==> config.mk <==
export PLATFORM = sky130hd
export DESIGN_NAME = l2_mcu_rd_tracker
export DESIGN_NICKNAME = d
export VERILOG_FILES = /design/src/rtl/l2_mcu_rd_tracker.sv
export SDC_FILE = /design/constraint.sdc
export NUM_CORES = 1
export LEC_CHECK = 0
export CORE_UTILIZATION = 40
export DETAILED_ROUTE_END_ITERATION = 6
export GPL_TIMING_DRIVEN = 0
export PLACE_DENSITY_LB_ADDON = 0.2
export SYNTH_ARGS = -nofsm -noshare
export SYNTH_HDL_FRONTEND = slang
export SYNTH_SLANG_ARGS = --single-unit
==> constraint.sdc <==
create_clock -name l2clk -period 7.1 [get_ports l2clk]
set_clock_uncertainty 0.05 [all_clocks]
set_input_delay 1.065 -clock l2clk [delete_from_list [all_inputs] [get_ports l2clk]]
set_output_delay 1.065 -clock l2clk [all_outputs]
set_load 0.01 [all_outputs]
==> src/rtl/l2_mcu_rd_tracker.sv <==
// Per-bank checker for the L2T-to-MCU read protocol: tracks each outstanding read ID from
// request through ack to the last data chunk, reports violations and counts completions.
module l2_mcu_rd_tracker #(
   parameter int unsigned ID_W        = 3,
   parameter int unsigned ADDR_W      = 33,
   parameter int unsigned CHUNKS      = 4,
   parameter int unsigned TIMEOUT_CYC = 1024,
   parameter int unsigned CNT_W       = 16,
   localparam int unsigned CHUNK_W    = (CHUNKS > 1) ? $clog2(CHUNKS) : 1
) (
   input  logic               l2clk,
   input  logic               reset,
   input  logic               enable,
   input  logic               rd_req,
   input  logic [ID_W-1:0]    rd_req_id,
   input  logic [ADDR_W-1:0]  rd_addr,
   input  logic               rd_ack,
   input  logic               data_vld,
   input  logic [ID_W-1:0]    rtn_id,
   input  logic [CHUNK_W-1:0] chunk_id,
   output logic               err_valid,
   output logic [2:0]         err_code,
   output logic [ID_W-1:0]    err_id,
   output logic [ADDR_W-1:0]  err_addr,
   output logic [4:0]         err_sticky,
   output logic [ID_W:0]      outstanding,
   output logic [CNT_W-1:0]   completed_cnt
);

   localparam int unsigned NUM_IDS = 1 << ID_W;
   localparam int unsigned TMR_W   = $clog2(TIMEOUT_CYC + 1);

   typedef enum logic [1:0] {StIdle, StReq, StAcked, StData} ent_state_e;

   ent_state_e         state_q  [NUM_IDS];
   logic [ADDR_W-1:0]  addr_q   [NUM_IDS];
   logic [TMR_W-1:0]   timer_q  [NUM_IDS];
   logic [CHUNK_W-1:0] exp_q    [NUM_IDS];
   logic [ID_W-1:0]    fifo_q   [NUM_IDS];
   logic [ID_W-1:0]    fifo_d   [NUM_IDS];
   logic [ID_W:0]      fifo_cnt_q, fifo_cnt_d;

   logic [NUM_IDS-1:0] req_hit, tmo, tmo_free, data_hit, ack_hit, done;
   logic               push, pop;
   logic               e_dup, e_ack, e_unexp, e_order, e_tmo;
   logic [ID_W-1:0]    tmo_id;
   logic               err_valid_d;
   logic [2:0]         err_code_d;
   logic [ID_W-1:0]    err_id_d;
   logic [ADDR_W-1:0]  err_addr_d;

   assign pop  = enable && rd_ack && (fifo_cnt_q != '0);
   assign push = enable && rd_req && (state_q[rd_req_id] == StIdle);

   always_comb begin
      for (int i = 0; i < NUM_IDS; i++) begin
         req_hit[i]  = enable && rd_req && (rd_req_id == ID_W'(i));
         tmo[i]      = enable && (state_q[i] != StIdle) && (timer_q[i] == TMR_W'(TIMEOUT_CYC));
         // A same-cycle request re-initialises the entry instead of freeing it
         tmo_free[i] = tmo[i] && !req_hit[i];
         data_hit[i] = enable && data_vld && (rtn_id == ID_W'(i));
         ack_hit[i]  = pop && (fifo_q[0] == ID_W'(i)) && (state_q[i] == StReq);
         done[i]     = data_hit[i] && !req_hit[i] && !tmo_free[i] &&
                       (((state_q[i] == StAcked) && (chunk_id == '0) && (CHUNKS == 1)) ||
                        ((state_q[i] == StData) && (chunk_id == exp_q[i]) &&
                         (exp_q[i] == CHUNK_W'(CHUNKS - 1))));
      end
   end

   // Ack FIFO: drop the popped head and any timed-out IDs, compact, then append the push
   always_comb begin
      logic [ID_W:0] wr;
      wr = '0;
      for (int i = 0; i < NUM_IDS; i++) fifo_d[i] = fifo_q[i];
      for (int i = 0; i < NUM_IDS; i++) begin
         if (((ID_W+1)'(i) < fifo_cnt_q) && !(pop && (i == 0)) && !tmo_free[fifo_q[i]]) begin
            fifo_d[wr[ID_W-1:0]] = fifo_q[i];
            wr = wr + 1'b1;
         end
      end
      if (push) begin
         fifo_d[wr[ID_W-1:0]] = rd_req_id;
         wr = wr + 1'b1;
      end
      fifo_cnt_d = wr;
   end

   always_comb begin
      e_dup   = enable && rd_req && (state_q[rd_req_id] != StIdle);
      e_ack   = enable && rd_ack && (fifo_cnt_q == '0);
      e_unexp = enable && data_vld &&
                ((state_q[rtn_id] == StIdle) || (state_q[rtn_id] == StReq));
      e_order = enable && data_vld &&
                (((state_q[rtn_id] == StAcked) && (chunk_id != '0)) ||
                 ((state_q[rtn_id] == StData) && (chunk_id != exp_q[rtn_id])));
      e_tmo   = |tmo;
      tmo_id  = '0;
      for (int i = NUM_IDS - 1; i >= 0; i--) begin
         if (tmo[i]) tmo_id = ID_W'(i);
      end

      err_valid_d = e_dup || e_ack || e_unexp || e_order || e_tmo;
      err_code_d  = 3'd0;
      err_id_d    = '0;
      err_addr_d  = '0;
      if (e_dup) begin
         err_code_d = 3'd1;
         err_id_d   = rd_req_id;
         err_addr_d = addr_q[rd_req_id];
      end else if (e_ack) begin
         err_code_d = 3'd2;
      end else if (e_unexp || e_order) begin
         err_code_d = e_unexp ? 3'd3 : 3'd4;
         err_id_d   = rtn_id;
         err_addr_d = addr_q[rtn_id];
      end else if (e_tmo) begin
         err_code_d = 3'd5;
         err_id_d   = tmo_id;
         err_addr_d = addr_q[tmo_id];
      end
   end

   always_comb begin
      outstanding = '0;
      for (int i = 0; i < NUM_IDS; i++) begin
         if (state_q[i] != StIdle) outstanding = outstanding + 1'b1;
      end
   end

   always_ff @(posedge l2clk) begin
      if (reset) begin
         for (int i = 0; i < NUM_IDS; i++) begin
            state_q[i] <= StIdle;
            addr_q[i]  <= '0;
            timer_q[i] <= '0;
            exp_q[i]   <= '0;
            fifo_q[i]  <= '0;
         end
         fifo_cnt_q    <= '0;
         err_valid     <= 1'b0;
         err_code      <= 3'd0;
         err_id        <= '0;
         err_addr      <= '0;
         err_sticky    <= 5'd0;
         completed_cnt <= '0;
      end else begin
         for (int i = 0; i < NUM_IDS; i++) begin
            if (req_hit[i]) begin
               state_q[i] <= StReq;
               addr_q[i]  <= rd_addr;
               timer_q[i] <= '0;
            end else if (tmo_free[i]) begin
               state_q[i] <= StIdle;
               timer_q[i] <= '0;
            end else begin
               if (enable && (state_q[i] != StIdle)) timer_q[i] <= timer_q[i] + 1'b1;
               case (state_q[i])
                  StReq: begin
                     if (ack_hit[i]) state_q[i] <= StAcked;
                  end
                  StAcked: begin
                     if (data_hit[i]) begin
                        if ((chunk_id != '0) || (CHUNKS == 1)) begin
                           state_q[i] <= StIdle;
                        end else begin
                           state_q[i] <= StData;
                           exp_q[i]   <= CHUNK_W'(1);
                        end
                     end
                  end
                  StData: begin
                     if (data_hit[i]) begin
                        if ((chunk_id != exp_q[i]) || (exp_q[i] == CHUNK_W'(CHUNKS - 1))) begin
                           state_q[i] <= StIdle;
                        end else begin
                           exp_q[i] <= exp_q[i] + 1'b1;
                        end
                     end
                  end
                  default: ;
               endcase
            end
            fifo_q[i] <= fifo_d[i];
         end
         fifo_cnt_q <= fifo_cnt_d;
         err_valid  <= err_valid_d;
         err_code   <= err_code_d;
         err_id     <= err_id_d;
         err_addr   <= err_addr_d;
         err_sticky <= err_sticky | {e_tmo, e_order, e_unexp, e_ack, e_dup};
         if ((|done) && (completed_cnt != '1)) completed_cnt <= completed_cnt + 1'b1;
      end
   end

endmodule
Word-level counts from Yosys, hierarchy flattened
Memory sizes are Yosys's and may differ from the RTL's.
Cells that the tools add are included.

word-level totals
  bits of input ports = 47
  flip-flop bits (word level) = 65
  memories kept = 5
  RAM bits = 408
  word-level logic and storage cells = 1,006

cells by class
  muxes and demuxes = 547
  reduce and logical (&&, ||, !) cells = 186
  add/sub/neg operators = 32
  bitwise operators = 113
  eq/ne operators = 82
  $lt $le $gt $ge = 32

memory list
  name     words  width  read ports  clocked after Yosys merged registers in  wr ports  line  text
  addr_q   8      33     3           0                                        8         36    logic [ADDR_W-1:0] addr_q [NUM_IDS];
  timer_q  8      11     8           0                                        8         37    logic [TMR_W-1:0] timer_q [NUM_IDS];
  fifo_q   8      3      8           0                                        8         39    logic [ID_W-1:0] fifo_q [NUM_IDS];
  exp_q    8      2      9           0                                        8         38    logic [CHUNK_W-1:0] exp_q [NUM_IDS];
  state_q  8      2      10          0                                        8         35    ent_state_e state_q [NUM_IDS];

operators with widths
  operator                 number
  $mux W33                 12
  $mux W1                  368
  $mux W11                 24
  $bwmux W24               8
  $mux W24                 8
  $mux W2                  65
  $logic_and A1 B1 Y1      125
  $or A1 B1 Y1             104
  $mux W3                  31
  $add A11 B1 Y11 const B  8
  $eq A11 B11 Y1 const B   8
  $demux W3 S3             8
  $add A4 B1 Y4 const B    15
  $mux W4                  15
  $eq A2 B2 Y1 const B     26
  $eq A3 B3 Y1 const B     12
  $ge A4 B4 Y1 const B     8
  $lt A3 B4 Y1 const B     8
  $lt A4 B1 Y1 const B     8
  $not A3 Y4               8
  $logic_not A1 Y1         25
  $bmux W1 S3              8
  $reduce_bool A2 Y1       10
  $eq A2 B1 Y1 const B     9
  other kinds (19)         71

Logic depth before layout (Yosys ltp)
An unclocked memory read counts as a cell.

  word-level depth = 32
  depth in mapped cells = 35
  mapped depth without buffers = 33

Least setup slack after synthesis
Ideal clock, no wire load.

  path type = input-to-reg
  start = input enable
  end = memory fifo_q[4][0] (netlist: fifo_q[1][0])
  path slack = -0.399 ns
  required time = 6.955 ns
  cell stages on the path = 33
  data arrival time = 7.354 ns
  setup time = 0.095 ns
  buffers on the path = 4
  path through = buf_2 o21ai_0 or4_1 buf_6 o2111a_1 a41oi_2 o21a_1 nand2_1 ha_1 clkbuf_1 inv_1 xnor2_1 ha_1 nor2_1 a31oi_1 ha_1 nand2_1 nand2_1 ha_1 nor3_1 a21o_1 o21ai_1 ha_1 nor2_1 or2_2 inv_1 ha_1 mux2_2 o31ai_1 and3_2 buf_2 a21oi_1 a221oi_1

RTL lines
  item                line  text
  start: declaration  13    input logic enable,
  end: declaration    39

==> results.md <==
Finish:
- Summing all multi-input logic gate instances after layout gives 16340 sq um.
- The sequential standard cell area is 13310 sq um.
- The library cell used most frequently in the layout, excluding fill and tap cells, is sky130_fd_sc_hd__nor2_1.
- The number of antenna diodes in the final layout is 0.
- After filler insertion, the fill cell instance count of the layout stands at 6861.
- In the layout the commonest cells are sky130_fd_sc_hd__nor2_1, sky130_fd_sc_hd__edfxtp_1, sky130_fd_sc_hd__nand2_1, sky130_fd_sc_hd__clkbuf_1, sky130_fd_sc_hd__mux4_2.
- The area of all placed cells without fillers is 35680 sq um.
- For this run, the number of standard cells in the final layout without fillers is 4183.
- The area added between synthesis and finish is 17.42%.
- The number of nets at the end of the flow is 3253.
- The layout cell share with drive strength beyond 1 is 0.1652.
- The share of the core filled with cells is 0.4769.

Drt:
- For this block, wires on met1 add up to 42610 um.
- After detailed routing, the number of remaining DRC violations is 1.
- Using the TritonRoute via totals, the vias-per-cell ratio works out to 6.183.
- The total vias in the final route is 25860.
- The routed wire length is 110100 um.
- The detailed route wirelength on metal2 is 51700 um.
- Dividing the detail-routed wire length by the instance count gives 26.32 um.
- Before antenna repair, the detailed router went through 7 iterations.
- The detailed router finished its first iteration with 3280 violations.
- The routed length on met3 is 9665 um.
- In this run the top signal layer used is met4.
- The number of nets with antenna violations after routing is 0.

Synth:
- The synthesized netlist contains 98 unique library cells.
- In the post-synthesis netlist, the biggest area contributors are sky130_fd_sc_hd__edfxtp_1, sky130_fd_sc_hd__mux4_2, sky130_fd_sc_hd__dfxtp_1.
- The synthesized netlist cell count is 2949.
- In this run, synthesis produced a sequential element count of 473.
- Counting every net in the synthesized netlist gives 3036.
- The share of the Yosys chip area taken by registers is 0.4381.
- The Yosys step of the flow raised 0 warnings.
- Counting flops with a built-in enable in the synthesized netlist gives 384.
- The share of Yosys cell area claimed by the top area cell type is 0.3795.
- The dominant register cell in the synthesized netlist is sky130_fd_sc_hd__edfxtp_1.
- The summed instance area of the synthesized netlist is 30390 sq um.
- A synthesized cell averages 10.30 sq um.
- Of all flip-flops after synthesis, the portion carrying an async set or reset was 0.
- The biggest area consumer among synthesized cells is sky130_fd_sc_hd__edfxtp_1.

Worst setup path:
- The largest individual stage delay along the critical path comes from the cell sky130_fd_sc_hd__or4_4.
- The classification of the worst setup path is reg2reg.
- The depth of the worst register-to-register path is 29.
- The setup check on the worst reg-to-reg path leaves a slack of 0.14 ns.
- In this run the critical register-to-register path is captured at fifo_q[1][4].
- The required time of the critical path is 7.58 ns.
- The highest cell delay on the worst timing path is 0.57 ns.
- The worst setup path is launched from a flip-flop.
- Data on the critical path arrives at its endpoint at 7.44 ns.
- The launch instance of the worst register-to-register path is timer_q[1][6].
- Of all nets on the critical path, the largest fanout is 8.
- The kind of end point of the critical path is a flip-flop.

Placed design:
- The HPWL after detailed placement is 78390 um.
- The placement-stage cell area is 32880 sq um.
- The congestion estimate from routability-driven global placement came to 0.9693.
- The worst slack after detailed placement is -2.171 ns.
- The count of buffers added on input and output ports is 106.
- The total instance count after detailed placement is 4033.

Timing:
- The clock period could shrink to 6.959 ns.
- The part of the cycle the worst path needs is 0.9802.
- The max-slew violation count is 0.
- Timing would allow up to 0.1437 GHz.
- The number of setup violations in the final report is 0.
- Headroom to the max-slew limit came out at 0.1245.
- After layout, the worst setup slack is 0.1409 ns.
- The slew at the pin closest to its max-slew limit is 1.313 ns.
- Setup repair after global routing left no endpoint under its margin.
- The number of failing hold endpoints at the final stage is 0.

Clock network:
- The CTS tree is yes.
- The buffer depth of the longest clock path is 3.
- CTS built an H-tree with a depth of 2.
- Clock-pin slew was measured on the worst setup and hold paths at 0.06 ns.
- The TritonCTS buffer count is 56.
- The clock root buffer is sky130_fd_sc_hd__clkbuf_16.
- CTS saw 473 sinks.
- The clock insertion delay at the later pin of the skew report is 0.67 ns.

Floorplanning:
- The die covers 77080 sq um.
- The total number of placement rows is 100.
- The initial cell density of the core is 0.4061.
- The die boundary width is 277.6 um.
- From bottom edge to top edge, the die measures 277.6 um.
- The floorplan step defined a core boundary enclosing 74820 sq um.
- The number of top-level design ports is 112.

Status:
- The run finished, with violations left.
- The checks that failed: DRC.

GRT:
- Across every metal layer, demand over resource in global routing totals 0.2792.
- The via count of the first global-routing pass is 26060.
- The number of antenna violations at the first check in global routing came to 0.
- Entering global routing, the biggest net connects 33 pins.
- The first global-routing pass estimated 162600 um of wire.
- The aggregate global routing overflow is 0.

Flow run:
- Across the run, the number of max-cap violations was 0.

Min path:
- The type of the most critical hold path is reg2reg.
- The worst hold path terminates at err_sticky[4].
- The hold path depth is 1.
- The startpoint identified for the worst hold timing path is err_sticky[4].

Power and ir drop:
- The leakage power of the design is 13.05 nW.
- The worst-case IR drop observed on VDD is 0.1592 mV.
- Summing internal, switching and leakage power gives 0.007661 W.
- For this design the ratio of total power to cell area is 214.7 nW/um^2.
==> through the flow <==
step	hold WS (ns)	TNS, ns
after floorplan	0.4549	0
after global placement	0.4455	-49.14
after detailed placement	0.4634	-48.70
after CTS	0.4716	-0.001141
after global routing	0.4888	0
final	0.4638	0
==> synth_stat cells (40+ instances only) <==
| cell type | count |
|---|---|
| sky130_fd_sc_hd__inv_1 | 97 |
| sky130_fd_sc_hd__nand3_1 | 107 |
| sky130_fd_sc_hd__o211ai_1 | 80 |
| sky130_fd_sc_hd__xnor2_1 | 51 |
| sky130_fd_sc_hd__nand2_1 | 310 |
| sky130_fd_sc_hd__mux2_2 | 100 |
| sky130_fd_sc_hd__a211oi_1 | 45 |
| sky130_fd_sc_hd__xor2_1 | 68 |
| sky130_fd_sc_hd__mux2i_1 | 116 |
| sky130_fd_sc_hd__mux4_2 | 143 |
| sky130_fd_sc_hd__ha_1 | 40 |
| sky130_fd_sc_hd__a21oi_1 | 69 |
| sky130_fd_sc_hd__clkbuf_1 | 154 |
| sky130_fd_sc_hd__o21ai_0 | 72 |
| sky130_fd_sc_hd__nor3_1 | 47 |
| sky130_fd_sc_hd__edfxtp_1 | 384 |
| sky130_fd_sc_hd__dfxtp_1 | 89 |
| sky130_fd_sc_hd__nor2_1 | 468 |
==> worst max-delay path: cells and delay by family (launching register included) <==
| family | cells | cell delay (ns) |
|---|---|---|
| buffers and inverters | 4 | 0.50 |
| xor gates and xnor gates | 1 | 0.13 |
| AOI/OAI and AO/OA | 10 | 2.22 |
| adders and majority gates | 5 | 1.50 |
| and+or+nand+nor | 9 | 1.98 |
| DFF | 1 | 0.42 |
==> worst max path at each step <==
| stage | from | to | slack, ns |
|---|---|---|---|
| after floorplan | enable | fifo_q[1][0] | 0.009 |
| after global placement | enable | fifo_q[1][1] | -2.19 |
| after detailed placement | rd_req | fifo_q[0][8] | -2.17 |
| after CTS | timer_q[1][2] | fifo_q[0][6] | -0.001 |
| after global routing | timer_q[1][6] | fifo_q[1][1] | 0.009 |
| final | timer_q[1][6] | fifo_q[1][4] | 0.14 |
==> cell type report <==
type,count,share of cell area
buffer,190,0.02174
timing repair buffer,166,0.04537
tap,969,0.03398
clock buffer,63,0.04057
sequential,473,0.3731
inverter,101,0.01094
clock inverter,43,0.01645
multi-input combinational,2178,0.4579
==> cells by family (layout without fill, tap and decap cells) <==
family,Yosys count,in the layout,synth area share
AO/OA/AOI/OAI,467,467,0.1083
XOR/XNOR,127,127,0.03986
adder cells (fa/ha/maj),40,40,0.01647
buffers and inverters,298,563,0.03747
flip-flops,473,473,0.4381
multiplexers,359,359,0.1812
AND/OR/NAND/NOR,1185,1185,0.1786
==> power by group <==
part	internal [W]	switching [W]	total, W
registers	0.00318	0.000144	0.00332
clock network	0.00192	0.00129	0.00321
logic	0.000480	0.000645	0.00112
==> flip-flops by register name, summed over array words and instances, names as in the netlist <==
| register | flops |
|---|---|
| exp_q | 16 |
| err_addr | 33 |
| err_code | 3 |
| err_valid | 1 |
| fifo_cnt_q | 4 |
| err_id | 3 |
| fifo_q | 24 |
| addr_q | 264 |
| completed_cnt | 16 |
| timer_q | 88 |
| state_q | 16 |
| err_sticky | 5 |
==> what timing repair did <==
action | CTS | global route
cloned | 0 | 1
setup endpoints to repair | 27 | 27
pin swaps | 19 | 21
hold buffers | 0 | 0
buffers inserted | 24 | 25
gates resized for setup | 74 | 38
==> layer usage <==
metal | global-route usage | vias up
met5 | 0 | -
met4 | 0.1537 | 0
met3 | 0.05626 | 372
met2 | 0.4552 | 1402
met1 | 0.3471 | 12660
li1 | - | 11430
No activity file was read; power rests on OpenSTA's default activity.
